==> config.mk <==
export PLATFORM = sky130hd
export DESIGN_NAME = score_event_scheduler
export DESIGN_NICKNAME = d
export VERILOG_FILES = /design/src/rtl/score_event_scheduler.sv
export SDC_FILE = /design/constraint.sdc
export NUM_CORES = 1
export LEC_CHECK = 0
export CORE_MARGIN = 2
export CORE_UTILIZATION = 58
export DETAILED_ROUTE_END_ITERATION = 6
export PLACE_DENSITY = 0.8
export REMOVE_ABC_BUFFERS = 1
export SLEW_MARGIN = 25
export SYNTH_ARGS = -nofsm -noshare
export SYNTH_HDL_FRONTEND = slang
export SYNTH_SLANG_ARGS = --single-unit
==> constraint.sdc <==
create_clock -name clk -period 5.7 [get_ports clk]
set_input_delay 1.14 -clock clk [delete_from_list [all_inputs] [get_ports clk]]
set_output_delay 1.14 -clock clk [all_outputs]
set_load 0.01 [all_outputs]
==> src/rtl/score_event_scheduler.sv <==
// Score event scheduler: gathers eat/bonus points and periodic decay ticks, and
// issues them to score_board as spaced, single-cycle add/decr pulses.
module score_event_scheduler #(
    parameter int unsigned TICK_DIV = 100000000,
    parameter int unsigned GAP      = 2,
    parameter int unsigned PEND_W   = 8
) (
    input  logic              clk,
    input  logic              reset,
    input  logic              start,
    input  logic              pause,
    input  logic              decay_en,
    input  logic              eat,
    input  logic              bonus_valid,
    input  logic [3:0]        bonus_pts,
    input  logic              gameover,
    output logic              add,
    output logic              decr,
    output logic              isDecresing,
    output logic [PEND_W-1:0] pend_add,
    output logic              playing
);

    localparam logic [1:0] S_IDLE   = 2'd0;
    localparam logic [1:0] S_RUN    = 2'd1;
    localparam logic [1:0] S_PAUSED = 2'd2;
    localparam logic [1:0] S_OVER   = 2'd3;

    localparam int unsigned TICK_W = (TICK_DIV > 2) ? $clog2(TICK_DIV) : 1;
    localparam int unsigned GAP_W  = (GAP > 0) ? $clog2(GAP + 1) : 1;
    localparam int unsigned SUM_W  = PEND_W + 2;
    localparam logic [SUM_W-1:0] PEND_MAX = SUM_W'({PEND_W{1'b1}});

    logic [1:0]        state, state_next;
    logic [TICK_W-1:0] tick_cnt;
    logic [GAP_W-1:0]  gap_cnt;
    logic              decay_pend;

    logic [SUM_W-1:0]  avail, pend_sum;
    logic [PEND_W-1:0] pend_sat;
    logic              can_issue, issue_add, issue_decr;
    logic              tick_fire, playing_next;

    // Incoming points count toward this cycle's issue decision, giving one-cycle eat->add latency.
    always_comb begin
        avail = SUM_W'(pend_add) + SUM_W'(eat)
              + (bonus_valid ? SUM_W'(bonus_pts) : '0);
        can_issue  = (state == S_RUN) && !gameover && !pause && (gap_cnt == '0);
        issue_decr = can_issue && decay_pend;
        issue_add  = can_issue && !decay_pend && (avail != '0);
        pend_sum   = avail - SUM_W'(issue_add);
        pend_sat   = (pend_sum > PEND_MAX) ? PEND_MAX[PEND_W-1:0] : pend_sum[PEND_W-1:0];
        tick_fire  = (state == S_RUN) && decay_en && (tick_cnt == TICK_W'(TICK_DIV - 1));
    end

    always_comb begin
        state_next = state;
        case (state)
            S_IDLE:   if (start) state_next = S_RUN;
            S_RUN:    if (gameover) state_next = S_OVER;
                      else if (pause) state_next = S_PAUSED;
            S_PAUSED: if (gameover) state_next = S_OVER;
                      else if (!pause) state_next = S_RUN;
            default:  state_next = S_OVER;
        endcase
        playing_next = (state_next == S_RUN) || (state_next == S_PAUSED);
    end

    always_ff @(posedge clk) begin
        if (reset) begin
            state       <= S_IDLE;
            add         <= 1'b0;
            decr        <= 1'b0;
            isDecresing <= 1'b0;
            playing     <= 1'b0;
            pend_add    <= '0;
            decay_pend  <= 1'b0;
            tick_cnt    <= '0;
            gap_cnt     <= '0;
        end else begin
            state       <= state_next;
            add         <= issue_add;
            decr        <= issue_decr;
            playing     <= playing_next;
            // Forced high on decr so it still qualifies a decrement issued after decay_en drops.
            isDecresing <= issue_decr | (decay_en & playing_next);

            if (issue_add || issue_decr)
                gap_cnt <= GAP_W'(GAP);
            else if (gap_cnt != '0)
                gap_cnt <= gap_cnt - GAP_W'(1);

            if (state_next == S_OVER) begin
                pend_add   <= '0;
                decay_pend <= 1'b0;
                tick_cnt   <= '0;
            end else if (state == S_IDLE) begin
                if (start)
                    tick_cnt <= '0;
            end else begin
                pend_add <= pend_sat;
                if (state == S_RUN) begin
                    decay_pend <= tick_fire | (decay_pend & ~issue_decr);
                    if (decay_en)
                        tick_cnt <= tick_fire ? '0 : tick_cnt + TICK_W'(1);
                end
            end
        end
    end

endmodule
* After elaboration in Yosys (flattened, before gate mapping) *
Index checks and enable logic that the tools add are counted.

word-level totals
  register bits = 44
  logic and storage cells = 68

operators by class
  add/subtract/negate cells = 5
  order comparisons = 1
  equal/unequal tests = 7
  multiplexer cells = 15
  bitwise operators = 6
  reductions and logical operators = 24

operators by type and width
  kind                                                             count
  two-way mux 27 bit                                               5
  adder 27 x 1 -> 27 bit (second input constant)                   1
  == test 27 bit (second input constant)                           1
  two-way mux 2 bit                                                7
  adder 9 x 4 -> 10 bit                                            1
  greater-than comparator 10 x 8 -> 1 bit (second input constant)  1
  nonzero test 10 bit                                              1
  subtractor 10 x 1 -> 10 bit                                      1
  adder 8 x 1 -> 9 bit                                             1
  logical AND 1 bit                                                8
  two-way mux 8 bit                                                1
  nonzero test 2 bit                                               4
  == test 2 bit (second input constant)                            3
  one-hot mux 2 bit (3 select lines)                               1
  == test 2 x 1 -> 1 bit (second input constant)                   2
  logical NOT 2 bit                                                2
  two-way mux 4 bit                                                1
  OR reduction 2 bit                                               2
  logical NOT 1 bit                                                3
  AND reduction 3 bit                                              1
  bitwise AND 1 bit                                                2
  logical OR 1 bit                                                 2
  != test 2 bit (second input constant)                            1
  NOT 1 bit                                                        2
  other kinds (3)                                                  4

* Logic depth before layout (Yosys ltp) *
Gate-level depths: netlist (run 1).

  depth in word-level cells = 9
  gate-level depth with buffers = 16
  gate-level depth less buffers = 15

* Least setup slack after synthesis (run 1) *
OpenSTA, ideal clock, no wires.

  path type = input to register
  start = input port bonus_valid
  end = register pend_add[5]
  arrival time = 4766 ps
  data required time = 5614 ps
  setup slack = 848 ps
  stages on the path = 16
  path through = and2_1 > fa_1 > fa_1 > a211o_1 > a2111oi_2 > mux2i_1 > a211o_1 > nor3b_1 > ha_1 > ha_1 > nand2_1 > o21bai_1 > and2_0 > clkbuf_1 > nor2_2 > a221oi_2

on the way
  longest elaborated chain between the ends = 7

ends and longest elaborated chain
  item                                     line  RTL
  start: declaration                       14    input logic bonus_valid,
  two-way mux 4 bit (*)                    47    + (bonus_valid ? SUM_W'(bonus_pts) : '0);
  adder 9 x 4 -> 10 bit (*)                47
  nonzero test 10 bit (*)                  50    issue_add = can_issue && !decay_pend && (avail != '0);
  logical AND 1 bit (*)                    50
  via issue_add                            41    logic can_issue, issue_add, issue_decr;
  subtractor 10 x 1 -> 10 bit (*)          51    pend_sum = avail - SUM_W'(issue_add);
  greater-than comparator 10 x 8 -> 1 bit  52    pend_sat = (pend_sum > PEND_MAX) ? PEND_MAX[PEND_W-1:0] : pend_sum[PEND_W-1:0];
  two-way mux 8 bit (*)                    52
  end signal: assignment                   101   pend_add <= pend_sat;
  end: declaration                         20    output logic [PEND_W-1:0] pend_add,

Mark *: on every way through the listed nets, which the timed path passes. The rest lies on a longest branch.
A chain may end at the register's enable or synchronous reset.

* Worst setup path in the final report (run 1) *
  start = input port bonus_valid
  end = register pend_add[4]

The elaborated chain is that of the path after synthesis.

==> results.md, run 1 <==
* Fmax at 185 MHz
* Worst path arrival time at 5620 ps
* Rows at 24
* Fin nets at 364
* Tcrit/Tclk final at 94.6%
* IO Port Bufs at 23
* Dpl hpwl at 4520 um
* Setup TNS at 0 ps
* Fin crit period at 5390 ps
* Post-CTS Hold Buffers at 0
* Die area at 5170 um2
* Post-synth EDFFs at 0
* Vias in the first global route at 2313
* Reg clk slew, reported paths at 80 ps
* Setup crit start kind: input port
* Slack of the worst reg-to-reg path at 1410 ps
* Layout cell share with drive strength beyond 1 at 8.14%
* Synth warn at 0
* H-tree depth at 2
* Maxcap violations at 0
* Area leader, netlist: dfxtp_1
* Total track usage at 26.0%
* FF-to-FF path depth at 14
* Max_slew headroom at 41.5%
* CTS sink count at 44
* Yosys top cell area share at 33.0%
* Worst Skew at 9.89 ps
* Final setup vio count at 0
* Clk_lat worst skew at 310 ps
* Total power at 0.000741 W
* Filler cells at 375
* Core Util, Final at 69.6%
* DRT antenna net count at 0
* Final Max Tran Viols at 0
* Cells after synthesis at 322
* Critical Path Max Stage Delay at 480 ps
* Design area at 3050 um2
* Hold Path Class: flip-flop to flip-flop
* Status: completed
* Setup ws final at 309 ps
* CTS tree: built
* Flip-flop and latch area at 881 um2
* CTS Buffer Depth at 2
* CP max-delay cell: fa_1
* Largest net degree at the start of global routing at 24
* Vias per inst at 6.36
* Pre-CTS setup slack at 23.0 ps
* Cell Area, Synth at 2670 um2
* Post-synthesis register bit count at 44
* Placement-stage cell area at 2930 um2
* Vias at 2518
* Initial antenna violation count at 0
* Reg-to-Reg End: pend_add[4]$_SDFFE_PP0N_
* Synth area leaders: dfxtp_1 (33%), nor2_1 (5.9%), xor2_1 (3.6%)
* Worst-path fanout max at 6
* DR DRC count at 0
* Post-synthesis async set-or-reset flop share at 0%
* DR iter-0 viols at 215
* First-pass GRT wire length at 10700 um
* Total gr overflow at 0
* Yosys cell types at 63
* Critical Path Source: bonus_valid
* First drt pass iteration count at 5
* Pwr dens at 243 nW/um2
* Post-Syn Area per Cell at 8.30 um2
* Clk root buf: clkbuf_8
* Leakage at 1.05 nW
* Crit. End Element: flip-flop
* Diodes inserted at 0
* Wirelength per Cell at 15.9 um
* RR Startpoint: pend_add[0]$_SDFFE_PP0N_
* Synth Flop Type: dfxtp_1
* Hold Fails Final Rpt at 0
* Worst VDD drop at 0.185 mV
* Die Span X at 71.9 um
* Worst path cell trace: clkdlybuf4s50_1 -> and2_1 -> fa_1 -> fa_1 -> a211o_1 -> a2111oi_2 -> mux2i_1 -> a211o_1 -> nor3b_1 -> ha_1 -> ha_1 -> nand2_1 -> o21bai_1 -> and2_0 -> o31ai_1 -> a211oi_2
* Setup Fix Bufs, Post-CTS at 0
* Gpl congestion at 0.951
* Layout area overhead at 14.2%
* RSZ-0062 raised after global routing: no
* Worst EP required at 5930 ps
* Initial Util at 61.0%
* Multi-input gate area at 1720 um2
* Core area at 4380 um2
* Final WL at 6290 um
* Die boundary height at 71.9 um
* CTS Buf Count at 5
* Critical path type: input port to flip-flop
* Worst setup path endpoint: pend_add[4]$_SDFFE_PP0N_
* # IOs at 24
* Post-CTS sizing at 0
* Measured slew at the worst slew-check pin at 870 ps
* Sequential area share after synthesis at 33.0%
==> layout by cell type, fill, tap and decap left out, drive strengths merged, types with 10 or more instances in the layout <==
| cell type | netlist | final |
|---|---|---|
| nand3 | 13 | 13 |
| nand2 | 24 | 24 |
| a21oi | 16 | 16 |
| o21ai | 14 | 14 |
| xnor2 | 10 | 10 |
| dfxtp | 44 | 44 |
| xor2 | 11 | 11 |
| clkdlybuf4s50 | 0 | 23 |
| nor2 | 43 | 43 |
| nor3 | 11 | 11 |
==> state kept, by name, indices dropped and copies added, names as in the netlist <==
name,flops
isDecresing,1
decr,1
add,1
decay_pend,1
gap_cnt,2
state,2
pend_add,8
playing,1
tick_cnt,27
==> critical path, delay by kind of cell <==
kind / cells / cell delay [ps]
compound gates: 6 / 1610
mux: 1 / 200
simple gates: 4 / 850
buf+inv: 1 / 450
fa+ha+maj: 4 / 1370
==> cell families after synthesis <==
| logic type | Yosys count | share of synthesized area [%] |
|---|---|---|
| muxes | 4 | 1.50 |
| buffers and inverters | 18 | 2.81 |
| AOI/OAI and AO/OA | 71 | 19.9 |
| and+or+nand+nor | 155 | 30.9 |
| adders and majority gates | 9 | 4.78 |
| xor gates and xnor gates | 21 | 7.16 |
| DFF | 44 | 33.0 |
==> per-layer routing <==
layer	wire length, um	GRT usage (%)	part of all wire (%)
met4	71	7.55	1.1
met3	595	5.63	9.5
met5	0	0	0
met1	2930	38.0	47
met2	2700	38.8	43
==> stage by stage <==
step | hold WS [ps] | cells
floorplan | 418 | 312
global placement | 447 | 388
detailed placement | 448 | 388
CTS | 460 | 396
global route | 492 | 396
finish | 455 | 396
==> synthesized netlist by cell type, drive strengths merged (3+ instances only) <==
cell,instances
dfxtp,44
nor2,43
nand2,24
a21oi,16
o21ai,14
nand3,13
nor3,11
xor2,11
xnor2,10
and3,9
nand4,9
and2,8
inv,8
ha,7
a31oi,6
buf,6
nor3b,6
nor4b,6
a211o,4
clkbuf,4
mux2i,4
nor2b,4
nor4,4
o31ai,4
or2,4
or3,4
a211oi,3
and4,3
o22ai,3
==> layout make-up <==
cell class	count	area share (%)
inverters	8	0.984
clock inverters	2	1.27
repair buffers	24	7.79
flip-flops and latches	44	28.9
clock buffers	6	2.71
multi-input cells	260	56.3
well taps	52	2.13
==> power by group <==
group	switching, W	internal [W]	leakage (nW)	total [W]
Sequential	0.0000109	0.000316	0.356	0.000327
Combinational	0.0000908	0.0000660	0.635	0.000157
Clock	0.000113	0.000143	0.0614	0.000257
==> worst min-delay path by stage <==
stage / from / to / slack (ps) / depth (start not counted)
after global routing: gap_cnt[0]$_SDFFE_PP0P_ / gap_cnt[0]$_SDFFE_PP0P_ / 490 / 1
after CTS: gap_cnt[0]$_SDFFE_PP0P_ / gap_cnt[0]$_SDFFE_PP0P_ / 460 / 1
after global placement: gap_cnt[0]$_SDFFE_PP0P_ / gap_cnt[0]$_SDFFE_PP0P_ / 450 / 1
after detailed placement: gap_cnt[0]$_SDFFE_PP0P_ / gap_cnt[0]$_SDFFE_PP0P_ / 450 / 1
after floorplan: gap_cnt[0]$_SDFFE_PP0P_ / gap_cnt[0]$_SDFFE_PP0P_ / 420 / 1
final: gap_cnt[0]$_SDFFE_PP0P_ / gap_cnt[0]$_SDFFE_PP0P_ / 450 / 1
Power figures use the tool's default switching activity.
==> inputs of run 2 (changes only) <==
--- a/config.mk
+++ b/config.mk
@@ -5,11 +5,13 @@
 export SDC_FILE = /design/constraint.sdc
 export NUM_CORES = 1
 export LEC_CHECK = 0
+export CORE_ASPECT_RATIO = 0.8
 export CORE_MARGIN = 2
 export CORE_UTILIZATION = 58
 export DETAILED_ROUTE_END_ITERATION = 6
-export PLACE_DENSITY = 0.8
+export PLACE_DENSITY = 0.91
 export REMOVE_ABC_BUFFERS = 1
+export SKIP_CTS_REPAIR_TIMING = 1
 export SLEW_MARGIN = 25
 export SYNTH_ARGS = -nofsm -noshare
 export SYNTH_HDL_FRONTEND = slang
==> results.md, run 2 (synthesized netlist as in run 1, its figures left out) <==
* Total gr overflow at 0 (unchanged)
* Vias in the first global route at 2289 (-1.0%)
* Pwr dens at 240 nW/um2 (-1.2%)
* Diodes inserted at 0 (unchanged)
* Layout cell share with drive strength beyond 1 at 8.14% (unchanged)
* Rows at 22 (-8.3%)
* Critical path type: input port to flip-flop
* # IOs at 24 (unchanged)
* Most common cell after layout, fill and taps aside: dfxtp_1
* Worst EP required at 5910 ps (-20 ps)
* Critical Path Max Stage Delay at 470 ps (about the same)
* CTS Buf Count at 5 (unchanged)
* H-tree depth at 2 (unchanged)
* Leakage at 1.05 nW (unchanged)
* First-pass GRT wire length at 10500 um (-1.9%)
* Largest net degree at the start of global routing at 24 (unchanged)
* Tcrit/Tclk final at 94.4% (-0.13 points)
* Die area at 5170 um2 (about the same)
* FF-to-FF path depth at 14 (unchanged)
* Top Registers: tick_cnt: 27 flops, pend_add: 8 flops
* Worst VDD drop at 0.165 mV (-11%)
* Core Util, Final at 67.8% (-1.8 points)
* Max_slew headroom at 53.8% (+12 points)
* Worst Skew at 13.3 ps (+3.43 ps)
* Core area at 4510 um2 (+3.0%)
* DRT antenna net count at 0 (unchanged)
* Initial Util at 59.2% (-1.8 points)
* Crit. End Element: flip-flop
* Die boundary height at 64.7 um (-10%)
* Clk root buf: clkbuf_8
* Hold Fails Final Rpt at 0 (unchanged)
* Fin nets at 364 (unchanged)
* Gpl congestion at 0.902 (-5.1%)
* Filler cells at 350 (-6.7%)
* Commonest non-fill, non-tap cells in the layout: dfxtp_1 (44), nor2_1 (42), nand2_1 (24), clkdlybuf4s50_1 (23), a21oi_1 (16)
* Final Max Tran Viols at 0 (unchanged)
* Wirelength per Cell at 15.5 um (-2.5%)
* First drt pass iteration count at 6 (+1)
* DR DRC count at 0 (unchanged)
* Dpl hpwl at 4650 um (+3.0%)
* Status: completed
* Clk_lat worst skew at 300 ps (about the same)
* Maxcap violations at 0 (unchanged)
* Worst-path fanout max at 6 (unchanged)
* Vias per inst at 6.22 (-2.1%)
* Measured slew at the worst slew-check pin at 686 ps (-184 ps)
* Max FFs per register at 27 (unchanged)
* CTS tree: built
* CTS sink count at 44 (unchanged)
* Total track usage at 25.2% (-0.80 points)
* Reg clk slew, reported paths at 90 ps (about the same)
* Hold path depth at 1 (unchanged)
* Hold Path Class: flip-flop to flip-flop
* Setup crit start kind: input port
* Worst path cell trace: clkdlybuf4s50_1 -> and2_1 -> fa_1 -> fa_1 -> a211o_1 -> a2111oi_2 -> mux2i_1 -> a211o_1 -> nor3b_1 -> ha_1 -> ha_1 -> nand2_1 -> o21bai_1 -> and2_0 -> nor2_2 -> a221oi_2
* CTS Buffer Depth at 2 (unchanged)
* IO Port Bufs at 23 (unchanged)
* Worst path arrival time at 5590 ps (-30 ps)
* Fmax at 186 MHz (+0.14%)
* RSZ-0062 raised after global routing: no
* Biggest register: tick_cnt
* Initial antenna violation count at 0 (unchanged)
* Final WL at 6260 um (-0.54%)
* Die Span X at 79.9 um (+11%)
* Fin crit period at 5380 ps (-7.55 ps)
* CP max-delay cell: fa_1
* Setup TNS at 0 ps (unchanged)
* DR iter-0 viols at 215 (unchanged)
* Layout area overhead at 14.6%
* Vias at 2514 (-0.16%)
* Final setup vio count at 0 (unchanged)
run 2: cell counts in the layout (fill, tap and decap cells not counted):
No cell type changed its count.
run 2: through the flow:
step	hold WS (ps)	cells	setup slack [ps]	instance area [um2]	total power (W)
final	462	404	317	3060	0.000734
after global routing	487	404	80.2	3060	0.000767
after CTS	461	404	391	3060	0.000735
after detailed placement	445	396	93.2	2940	0.000484
after global placement	444	396	229	2940	0.000479
after floorplan	418	312	892	2630	0.000432
run 2: per-layer routing:
| metal | up-vias | share of wire, % | wire length (um) | track usage [%] |
|---|---|---|---|---|
| met1 | 1171 | 47 | 2960 | 35.8 |
| li1 | 1222 | - | - | - |
| met4 | 0 | 1.3 | 84 | 7.42 |
| met5 | - | 0 | 0 | 0 |
| met2 | 110 | 44 | 2770 | 39.1 |
| met3 | 11 | 7.2 | 448 | 4.60 |
run 2: layout make-up:
cell class / instances / area, um2 / share of cell area, %
repair buffers: 24 / 238 / 7.76
clock buffers: 6 / 82.6 / 2.70
inverters: 8 / 30.0 / 0.981
clock inverters: 2 / 38.8 / 1.27
flip-flops and latches: 44 / 881 / 28.8
multi-input cells: 260 / 1720 / 56.1
well taps: 60 / 75.1 / 2.45
run 2: final timing paths:
check                             endpoint  slack (ps)                      from
setup / recovery  pend_add[5]$_SDFFE_PP0N_         320               bonus_valid
hold / removal     gap_cnt[0]$_SDFFE_PP0P_         460   gap_cnt[0]$_SDFFE_PP0P_
setup reg to reg  pend_add[5]$_SDFFE_PP0N_        1440  pend_add[0]$_SDFFE_PP0N_
hold reg to reg    gap_cnt[0]$_SDFFE_PP0P_         460   gap_cnt[0]$_SDFFE_PP0P_
run 2: power by group:
part | internal, W | total, W | switching (W)
clock | 0.000143 | 0.000254 | 0.000110
sequential | 0.000317 | 0.000327 | 0.0000108
combinational | 0.0000652 | 0.000153 | 0.0000881
total | 0.000525 | 0.000734 | 0.000209
run 2: worst max-delay path: cells and delay by family:
kind	cells	cell delay, ps
compound gates	5	1440
buf+inv	1	460
mux	1	190
simple gates	5	980
fa+ha+maj	4	1360
==> RTL edit 1: new RTL, flow settings as in run 2 <==
One comparison of `tick_cnt` changes from == to >=.
--- a/src/rtl/score_event_scheduler.sv
+++ b/src/rtl/score_event_scheduler.sv
@@ -51,5 +51,5 @@
         pend_sum   = avail - SUM_W'(issue_add);
         pend_sat   = (pend_sum > PEND_MAX) ? PEND_MAX[PEND_W-1:0] : pend_sum[PEND_W-1:0];
-        tick_fire  = (state == S_RUN) && decay_en && (tick_cnt == TICK_W'(TICK_DIV - 1));
+        tick_fire  = (state == S_RUN) && decay_en && (tick_cnt >= TICK_W'(TICK_DIV - 1));
     end
 
Behaviour: no difference found for any inputs over 4 cycles, from zero or initial values and one cycle with reset high; that may be too few to reach the edited logic, so the function may still have changed.
==> RTL edit 1 against run 2 <==
  * Sequential cell count did not move
  * Synthesized area rose by 0.28%
  * Sequential power rose by 2%
  * Wire length rose by 2.5%
  * Die area rose by 0.26%
  * Synthesized cell count rose by 4.0%
  * Setup slack improved by 0.12 ns
  * Cell area fell by 1.1%
  * Worst hold slack got worse by 0.0083 ns
  * Maximum frequency rose by 2.3%
  * Total power rose by 3.3%
==> RTL edit 1: results (changes against run 2) <==
Drt
  – Final Routed Wirelength: 6410 µm (was 6260 µm)
  – Average vias per placed instance: 6.33 (was 6.22)
  – First-pass DRT Iterations: 5 (was 6)
  – WL met1: 2940 µm (was 2960 µm)
  – Routed wire length on met3: 468 µm (was 448 µm)
  – Routed length on met2: 2920 µm (was 2770 µm)

Yosys
  – Fraction of the mapped netlist area in adder cells: 0.0476 (was 0.0478)
  – Number of distinct library cells after synthesis: 59 (was 63)
  – Most frequent cells after synthesis: 44 x sky130_fd_sc_hd__dfxtp_1, 37 x sky130_fd_sc_hd__o21ai_0, 28 x sky130_fd_sc_hd__nor2_1 (was 44 x sky130_fd_sc_hd__dfxtp_1, 42 x sky130_fd_sc_hd__nor2_1, 24 x sky130_fd_sc_hd__nand2_1)
  – Compound-cell area share of the yosys netlist: 0.251 (was 0.199)
  – Sequential fraction of the synthesis area: 0.329 (was 0.330)

Layout
  – Layout multi-input combinational cell count: 267 (was 260)
  – Share of post-route cells with drive strength above 1: 0.0708 (was 0.0814)
  – Portion of the layout cell area used by clock cells: 0.0355 (was 0.0396)
  – Layout overhead on the synthesized area: 13.0% (was 14.6%)
  – Seq area share: 0.291 (was 0.288)
  – Final-layout fill cell count: 390 (was 350)
  – Count of plain and timing-repair buffers: 26 (was 24)
  – Multi-input gate share of total cell area: 0.556 (was 0.561)

Timing
  – Worst slew slack as a fraction of its limit: 0.519 (was 0.538)
  – Final min period: 5.26 ns (was 5.38 ns)

Power and ir drop
  – Power dissipated by switching net loads: 0.228 mW (was 0.209 mW)
  – Sequential group share of total power: 0.441 (was 0.446)
  – Internal Pwr Total: 0.531 mW (was 0.525 mW)
  – IR drop worst, VDD: 0.201 mV (was 0.165 mV)
  – Clk network pwr share: 0.312 (was 0.345)
  – Static Leak: 1.17 nW (was 1.05 nW)

Placed design
  – Routability-driven placement congestion ratio: 0.910 (was 0.902)
  – Setup slack at placement: 0.175 ns (was 0.0932 ns)
  – Placed wire-length estimate after detailed placement: 4420 µm (was 4650 µm)

Critical path
  – Length in cells of the worst reg-to-reg path: 15 (was 14)
  – Worst R2R End: pend_add[4] (was pend_add[5])

Global route
  – Largest net degree at the start of global routing: 35 (was 24)
  – Fraction of met3 tracks used by global routing: 0.0404 (was 0.0460)
  – Met1 track demand over resource: 0.365 (was 0.358)
  – Wire length of the first global-routing pass: 10400 µm (was 10500 µm)
  – GRT Resource Usage Total: 0.255 (was 0.252)

Run status
  – Result of the run: finished, final reports clean (unchanged)
RTL edit 1: changes by cell type in the layout (fill, tap and decap cells not counted), moves of 3 or more:
| cell | before | now |
|---|---|---|
| sky130_fd_sc_hd__nor2_1 | 42 | 28 |
| sky130_fd_sc_hd__a31oi_1 | 6 | 1 |
| sky130_fd_sc_hd__a21o_1 | 1 | 6 |
| sky130_fd_sc_hd__xor2_1 | 11 | 5 |
| sky130_fd_sc_hd__nor3b_1 | 6 | 1 |
| sky130_fd_sc_hd__a21oi_1 | 16 | 27 |
| sky130_fd_sc_hd__xnor2_1 | 9 | 4 |
| sky130_fd_sc_hd__o21ai_0 | 14 | 37 |
| sky130_fd_sc_hd__o31ai_1 | 2 | 15 |
| sky130_fd_sc_hd__nand4_1 | 9 | 12 |
| sky130_fd_sc_hd__nor4b_1 | 5 | 1 |
| sky130_fd_sc_hd__a22oi_1 | 0 | 3 |
| sky130_fd_sc_hd__nor2b_1 | 4 | 7 |
==> RTL edit 2: new RTL, settings of run 2 <==
Made on the original files. `TICK_DIV`: 100000000 -> 400000000.
--- a/src/rtl/score_event_scheduler.sv
+++ b/src/rtl/score_event_scheduler.sv
@@ -2,5 +2,5 @@
 // issues them to score_board as spaced, single-cycle add/decr pulses.
 module score_event_scheduler #(
-    parameter int unsigned TICK_DIV = 100000000,
+    parameter int unsigned TICK_DIV = 400000000,
     parameter int unsigned GAP      = 2,
     parameter int unsigned PEND_W   = 8
Function: no difference found for any inputs over 4 cycles, from zero or initial values and one cycle with reset high; that may be too few to reach the edited logic, so the function may still have changed.
==> RTL edit 2 against run 2 <==
  * Total power rose by 1.6%
  * Cell area grew 1.4%
  * Wire length shrank 1.1%
  * Final cell count grew 0.50%
  * Setup slack got worse by 0.011 ns
  * Sequential cell count up 2
  * Count of clock-buffer cells in the layout stayed put
  * Synthesized area up 1.1%
  * Critical endpoint is now pend_add[7]
  * Largest cell class unchanged
  * Largest power group unchanged
  * Highest routed layer unchanged
==> RTL edit 2: results (changes against run 2) <==
Run status
  – Result of the run: finished, final reports clean (unchanged)

Yosys
  – Most frequent cells after synthesis: 46 x sky130_fd_sc_hd__dfxtp_1, 45 x sky130_fd_sc_hd__nor2_1, 20 x sky130_fd_sc_hd__xnor2_1 (was 44 x sky130_fd_sc_hd__dfxtp_1, 42 x sky130_fd_sc_hd__nor2_1, 24 x sky130_fd_sc_hd__nand2_1)
  – Compound-cell area share of the yosys netlist: 0.164 (was 0.199)
  – Leading post-synthesis cells by cell area: sky130_fd_sc_hd__dfxtp_1 34%, sky130_fd_sc_hd__xnor2_1 6.5%, sky130_fd_sc_hd__nor2_1 6.3%, sky130_fd_sc_hd__nand3_1 3.5%, sky130_fd_sc_hd__ha_1 3.2% (was sky130_fd_sc_hd__dfxtp_1 33%, sky130_fd_sc_hd__nor2_1 5.9%, sky130_fd_sc_hd__xor2_1 3.6%, sky130_fd_sc_hd__nand2_1 3.4%, sky130_fd_sc_hd__ha_1 3.3%)
  – Number of distinct library cells after synthesis: 64 (was 63)
  – Xor and xnor fraction of the mapped netlist area: 0.0973 (was 0.0716)
  – Synthesized area divided by synthesized cell count: 8.36 µm² (was 8.30 µm²)
  – Fraction of the mapped netlist area in adder cells: 0.0472 (was 0.0478)
  – Sequential fraction of the synthesis area: 0.341 (was 0.330)

Layout
  – Registers with the most flip-flops: tick_cnt x29, pend_add x8 (was tick_cnt x27, pend_add x8)
  – Final-stage net count: 367 (was 364)
  – Share of post-route cells with drive strength above 1: 0.0838 (was 0.0814)

Timing
  – Worst slew pin tran: 0.737 ns (was 0.686 ns)
  – Clock skew: 0.00235 ns (was 0.0133 ns)
  – Setup violation total in the final timing report: 0 (unchanged)

Critical path
  – CP max stage cell: sky130_fd_sc_hd__clkdlybuf4s50_1 (was sky130_fd_sc_hd__fa_1)
  – Gate family responsible for the most delay along the worst path: simple AND/OR/NAND/NOR gates (was compound AO/OA/AOI/OAI gates)
  – Stage delay of the slowest cell on the critical path: 0.45 ns (was 0.47 ns)

Drt
  – Final Routed Wirelength: 6190 µm (was 6260 µm)
  – DRT iter0 DRCs: 348 (was 215)
  – Routed vias: 2447 (was 2514)
  – Routed WL per cell: 15.2 µm (was 15.5 µm)
  – First-pass DRT Iterations: 5 (was 6)

Power and ir drop
  – IR drop worst, VDD: 0.177 mV (was 0.165 mV)
  – Static Leak: 1.06 nW (was 1.05 nW)

Global route
  – Wire length of the first global-routing pass: 10500 µm (about the same)
  – Vias in the first global route: 2191 (was 2289)
  – GRT Resource Usage Total: 0.258 (was 0.252)
  – Number of antenna violations at the first check in global routing: 0 (unchanged)
  – Largest net degree at the start of global routing: 28 (was 24)

Placed design
  – Number of instances in the placed design: 399 (was 396)
  – Post-detailed-placement cell area: 2980 µm² (was 2940 µm²)
  – Placed wire-length estimate after detailed placement: 4560 µm (was 4650 µm)
  – Setup slack at placement: 0.0167 ns (was 0.0932 ns)
  – Routability-driven placement congestion ratio: 0.939 (was 0.902)

CTS
  – Insertion delay to the later sink of the worst-skew pair: 0.30 ns (about the same)
RTL edit 2: kinds of logic (layout without fill, tap and decap cells):
logic type,after synthesis,count (layout)
fa+ha+maj,9,9
mux,4,4
buf+inv,20,43
simple gates,155,155
xor+xnor,30,30
compound gates,59,59
flops,46,46
RTL edit 2: where the power goes:
group | internal [mW] | total [mW] | switching, mW
logic | 0.0671 | 0.157 | 0.0899
clock network | 0.140 | 0.247 | 0.106
registers | 0.331 | 0.342 | 0.0113
RTL edit 2: metal layers:
| layer | vias up | wire length (µm) | share of wire | GRT usage |
|---|---|---|---|---|
| met5 | - | 0 | 0 | 0 |
| met4 | 0 | 104 | 0.017 | 0.0890 |
| met3 | 14 | 406 | 0.066 | 0.0501 |
| met2 | 101 | 2570 | 0.42 | 0.370 |
| met1 | 1131 | 3110 | 0.50 | 0.385 |
| li1 | 1201 | - | - | - |
RTL edit 2: worst reg2reg max path, cell delays in order, from the launching register on:
cell	delay, ns
sky130_fd_sc_hd__dfxtp_1	0.34
sky130_fd_sc_hd__fa_1	0.45
sky130_fd_sc_hd__fa_1	0.40
sky130_fd_sc_hd__buf_4	0.16
sky130_fd_sc_hd__a211oi_2	0.38
sky130_fd_sc_hd__nor2_1	0.12
sky130_fd_sc_hd__nand3_1	0.17
sky130_fd_sc_hd__a211o_1	0.18
sky130_fd_sc_hd__nor3b_1	0.27
sky130_fd_sc_hd__ha_1	0.23
sky130_fd_sc_hd__ha_1	0.18
sky130_fd_sc_hd__inv_1	0.07
sky130_fd_sc_hd__nor4b_1	0.41
sky130_fd_sc_hd__nand3_1	0.15
sky130_fd_sc_hd__a2111oi_0	0.39
sky130_fd_sc_hd__a311oi_1	0.09
sky130_fd_sc_hd__a21o_1	0.18
RTL edit 2: path summary, 6_finish.rpt:
check	slack, ns	to	startpoint	cells past startpoint
max	0.31	pend_add[7]	bonus_valid	18
max reg2reg	1.42	pend_add[7]	pend_add[0]	16
min reg2reg	0.46	gap_cnt[0]	gap_cnt[0]	1
min	0.46	gap_cnt[0]	gap_cnt[0]	1
RTL edit 2: layout make-up:
class,count,area [µm²]
repair buffers,26,253
well taps,60,75.1
fillers,381,1440
flip-flops and latches,46,921
clock inverters,1,30.0
inverters,10,37.5
multi-input cells,257,1710
clock buffers,6,82.6
